$ cat src/rtl/tempsens_result_filter.sv
// rtl/tempsens_result_filter.sv - moving average, min/max and staleness tracking of raw tempsens results
module tempsens_result_filter #(
  parameter int N_VDAC       = 6,
  parameter int LOG2_AVG     = 2,
  parameter int STALE_CYCLES = 1024
) (
  input  logic              clk,
  input  logic              reset,
  input  logic              i_res_valid,
  input  logic [N_VDAC-1:0] i_res_raw,
  input  logic [1:0]        i_sel,
  input  logic              i_clr_minmax,
  output logic [N_VDAC-1:0] o_res,
  output logic              o_res_valid,
  output logic              o_primed,
  output logic              o_stale
);

  localparam int DEPTH = 1 << LOG2_AVG;
  localparam int SW    = N_VDAC + LOG2_AVG;
  localparam int CW    = $clog2(STALE_CYCLES + 1);
  localparam int HALF  = 1 << (LOG2_AVG - 1);

  logic [N_VDAC-1:0]   win [DEPTH];
  logic [SW-1:0]       sum, sum_next;
  logic [LOG2_AVG-1:0] wp;
  logic [N_VDAC-1:0]   raw_q, min_q, max_q, filt_q, filt_next;
  logic                reload, primed, valid_q, stale_q;
  logic [CW-1:0]       cnt, cnt_next;

  always_comb begin
    sum_next = sum;
    if (i_res_valid) begin
      if (!primed) sum_next = SW'(i_res_raw) << LOG2_AVG;
      else         sum_next = sum - SW'(win[wp]) + SW'(i_res_raw);
    end
    // Rounded window mean; the largest possible sum plus HALF still fits in SW bits.
    filt_next = N_VDAC'((sum_next + SW'(HALF)) >> LOG2_AVG);

    if (i_res_valid)                    cnt_next = '0;
    else if (cnt == CW'(STALE_CYCLES))  cnt_next = cnt;
    else                                cnt_next = cnt + 1'b1;
  end

  always_ff @(posedge clk) begin
    if (reset) begin
      for (int i = 0; i < DEPTH; i++) win[i] <= '0;
      sum     <= '0;
      wp      <= '0;
      raw_q   <= '0;
      min_q   <= '0;
      max_q   <= '0;
      filt_q  <= '0;
      reload  <= 1'b0;
      primed  <= 1'b0;
      valid_q <= 1'b0;
      stale_q <= 1'b0;
      cnt     <= '0;
    end else begin
      valid_q <= i_res_valid;
      cnt     <= cnt_next;
      stale_q <= (cnt_next == CW'(STALE_CYCLES));
      if (i_res_valid) begin
        sum    <= sum_next;
        filt_q <= filt_next;
        raw_q  <= i_res_raw;
        if (!primed) begin
          for (int i = 0; i < DEPTH; i++) win[i] <= i_res_raw;
          wp     <= LOG2_AVG'(1);
          min_q  <= i_res_raw;
          max_q  <= i_res_raw;
          primed <= 1'b1;
          reload <= 1'b0;
        end else begin
          win[wp] <= i_res_raw;
          wp      <= wp + 1'b1;
          // A pending or concurrent clear makes this sample the new extremes.
          if (reload || i_clr_minmax) begin
            min_q  <= i_res_raw;
            max_q  <= i_res_raw;
            reload <= 1'b0;
          end else begin
            if (i_res_raw < min_q) min_q <= i_res_raw;
            if (i_res_raw > max_q) max_q <= i_res_raw;
          end
        end
      end else if (i_clr_minmax && primed) begin
        reload <= 1'b1;
      end
    end
  end

  always_comb begin
    o_res = filt_q;
    case (i_sel)
      2'd0:    o_res = filt_q;
      2'd1:    o_res = raw_q;
      2'd2:    o_res = min_q;
      default: o_res = max_q;
    endcase
  end

  assign o_res_valid = valid_q;
  assign o_primed    = primed;
  assign o_stale     = stale_q;

endmodule

$ cat config.mk
export PLATFORM = sky130hd
export DESIGN_NAME = tempsens_result_filter
export DESIGN_NICKNAME = d
export VERILOG_FILES = /design/src/rtl/tempsens_result_filter.sv
export SDC_FILE = /design/constraint.sdc
export NUM_CORES = 1
export LEC_CHECK = 0
export ABC_AREA = 0
export CAP_MARGIN = 20
export CORE_MARGIN = 10
export CORE_UTILIZATION = 45
export DETAILED_ROUTE_END_ITERATION = 7
export PLACE_DENSITY_LB_ADDON = 0.08
export SLEW_MARGIN = 20
export SYNTH_ARGS = -nofsm -noshare
export SYNTH_HDL_FRONTEND = slang
export SYNTH_SLANG_ARGS = --single-unit
$ cat constraint.sdc
create_clock -name clk -period 4.1 [get_ports clk]
set_input_delay 0.41 -clock clk [delete_from_list [all_inputs] [get_ports clk]]
set_output_delay 0.41 -clock clk [all_outputs]
set_load 0.02 [all_outputs]
==> impl_metrics.csv <==
group,metric,value,unit
outcome,status,"complete, no violations",
yosys,synth_cell_types,50,
place,place_inst,581,
setup_path,cp-end-kind,"register",
clock_network,clk_path_buf_depth,2,
yosys,synth_mux_area_share,10.10,%
yosys,ys_warn_count,0,
power,vdd_drop_max,207.0,uV
sta,setup_ws,0.2996,ns
sta,setup_tns,0,ns
routing,post_drt_via_cell_ratio,5.260,
routing,via_count,3140,
cells_and_area,seqCellArea,1742,sq um
clock_network,htreeDepth,3,
place,detailed_place_hpwl,7326,um
clock_network,clock-root-buffer,"clkbuf_8",
sta,final-hold-violation-count,0,
global_routing,grt_pass1_wl,16630,um
clock_network,post_cts_buffers,0,
sta,rsz0062_at_grt,"no",
global_routing,grt_usage,14.80,%
global_routing,grt-ovfl-total,0,
floorplan,initial_core_util,46.13,%
clock_network,worstSkewPairLatency,0.36,ns
power,design_power_total,2.006,mW
cells_and_area,mostFrequentLayoutCells,"51 x dfxtp_1, 46 x inv_1, 41 x nor2_1, 26 x and2_1, 26 x ha_1",
sta,final-setup-viol-count,0,
cells_and_area,final_common_cell,"dfxtp_1",
global_routing,grt_pass1_vias,3190,
global_routing,antenna_found_initial,0,
floorplan,core.rowCount,35,
worst_hold_path,min_delay_path_depth,2,
place,io_buffers,20,
place,pre_cts_slack,0.2766,ns
setup_path,path_class,"register to register",
clock_network,postCtsResizedCells,0,
sta,slew_headroom,59.86,%
floorplan,ios,21,
cells_and_area,fin_cells,597,
floorplan,die_y,117.3,um
clock_network,tritoncts,"yes",
yosys,synth_xor_area_share,3.287,%
setup_path,ff2ff_path_depth,12,
floorplan,core_area,9240,sq um
sta,period_share,92.69,%
power,power.density,409.1,nW/um^2
cells_and_area,finish.utilization,53.05,%
yosys,synth_fa_ha_area_share,10.45,%
cells_and_area,final_nets,507,
cells_and_area,synthToLayoutAreaGrowth,15.00,%
routing,finalWirelength,9975,um
power,p_leak,1.979,nW
cells_and_area,antennaDiodeCount,0,
clock_network,clock-sinks,75,
routing,ant_nets,0,
yosys,synthFlopType,"dfxtp_1",
yosys,yosys.area_share.simple,18.14,%
yosys,async_flop_share,0,%
setup_path,path_max_fanout,5,
sta,min_period,3.800,ns
floorplan,fp.dieW,117.3,um
setup_path,arrival,4.06,ns
cells_and_area,fillers,856,
sta,fin_worst_skew,0.01256,ns
yosys,ys_ff_latch,75,
yosys,syn_area_per_cell,9.822,sq um
sta,max_freq,263.1,MHz
sta,drv_slew,0,
setup_path,cp-start-kind,"register",
yosys,synth_top_family_by_area,"simple AND/OR/NAND/NOR gates",
sta,worst_pin_slew,0.6021,ns
cells_and_area,fin_area,4902,sq um
yosys,syn_inst,434,
yosys,seq_area_frac_synth,40.86,%
cells_and_area,multiInputGateArea,2286,sq um
routing,drtIter0Drc,100,
setup_path,required,4.36,ns
sta,holdWs,0.4734,ns
clock_network,clk_pin_slew,0.09,ns
clock_network,ctsHoldBuffers,0,
flow_run,drv_cap,0,
place,gp_congestion,0.8275,
place,placed_cell_area,4662,sq um
floorplan,dieArea,13770,sq um
yosys,synth_nets,478,
yosys,synth_edf_count,24,
global_routing,grt_max_degree,48,
yosys,synthesis.area,4263,sq um
yosys,synth_compound_area_share,11.65,%
routing,dr.pass1.iters,4,
routing,drc,0,
cells_and_area,final_layout_size_suffix_gt1_share,10.26,%
worst_hold_path,hold_path.class,"register to register",
clock_network,numCtsBuffers,9,
routing,avgRoutedWirePerCell,16.71,um
==> worst max-delay path: stages (launching register included) <==
cell and delay (ns):
dfxtp_1 0.45, buf_4 0.19, mux4_2 0.51, fa_1 0.49, inv_1 0.04, ha_1 0.34
a21o_1 0.21, o21bai_2 0.20, xnor2_1 0.13, a21oi_1 0.19, o21ai_0 0.17, or4_1 0.52
a32o_1 0.27
==> power breakdown <==
| part | total, mW | switching, mW | internal [mW] |
|---|---|---|---|
| logic | 0.452 | 0.246 | 0.207 |
| clock network | 0.707 | 0.300 | 0.407 |
| registers | 0.846 | 0.0303 | 0.816 |
| total | 2.01 | 0.576 | 1.43 |
==> kinds of logic (layout without fill, tap and decap cells) <==
logic type	Yosys count	after routing
adder cells (fa/ha/maj)	32	32
XOR/XNOR	16	16
AND/OR/NAND/NOR	149	149
buffers and inverters	62	96
AO/OA/AOI/OAI	72	72
flip-flops	75	75
multiplexers	28	28
==> cell usage after synthesis, types with 2 or more instances <==
| cell type | count | share of area, % |
|---|---|---|
| a211o_1 | 3 | 0.62 |
| a211oi_1 | 4 | 0.70 |
| a211oi_2 | 2 | 0.59 |
| a21o_1 | 9 | 1.6 |
| a21oi_1 | 23 | 2.7 |
| a31oi_1 | 2 | 0.29 |
| and2_1 | 26 | 3.8 |
| and3_1 | 2 | 0.29 |
| buf_2 | 2 | 0.23 |
| clkbuf_1 | 13 | 1.1 |
| dfxtp_1 | 51 | 24 |
| edfxtp_1 | 24 | 17 |
| fa_1 | 6 | 2.8 |
| ha_1 | 26 | 7.6 |
| inv_1 | 46 | 4.1 |
| mux2i_1 | 16 | 3.8 |
| mux4_2 | 12 | 6.3 |
| nand2_1 | 17 | 1.5 |
| nand2b_1 | 20 | 2.9 |
| nand3_1 | 16 | 1.9 |
| nand4_1 | 4 | 0.59 |
| nor2_1 | 41 | 3.6 |
| nor2b_1 | 9 | 1.3 |
| nor3_1 | 5 | 0.59 |
| nor4_1 | 2 | 0.29 |
| o211ai_1 | 10 | 1.8 |
| o21a_1 | 2 | 0.35 |
| o21ai_0 | 5 | 0.59 |
| xnor2_1 | 10 | 2.1 |
| xor2_1 | 6 | 1.2 |
==> flip-flops by register name, indices dropped and copies added (netlist names), named ones only <==
register     flops
cnt             11
sum              8
min_q            6
filt_q           6
max_q            6
wp               2
win             24
o_primed         1
o_res_valid      1
o_stale          1
raw_q            6
reload           1
==> path summary, 6_finish.rpt <==
check | start | endpoint | slack, ns
hold / removal | reload | reload | 0.47
setup / recovery | register | filt_q[5] | 0.30
setup reg to reg | register | filt_q[5] | 0.30
hold reg to reg | reload | reload | 0.47
==> final cells by class <==
type | count | area share (%)
clock inverter | 6 | 2.297
clock buffer | 10 | 2.603
timing repair buffer | 34 | 6.126
inverter | 46 | 3.522
sequential | 75 | 35.53
multi-input combinational | 297 | 46.63
tap | 129 | 3.293
==> per-layer routing <==
metal | GRT usage, % | up-vias | share of wire [%] | routed length, um
met2 | 23.57 | 43 | 46 | 4593
met5 | 0 | - | 0 | 0
met1 | 19.53 | 1512 | 49 | 4933
met3 | 2.926 | 14 | 2.7 | 269
li1 | - | 1571 | - | -
met4 | 4.930 | 0 | 1.8 | 179
Power figures use the tool's default switching activity.
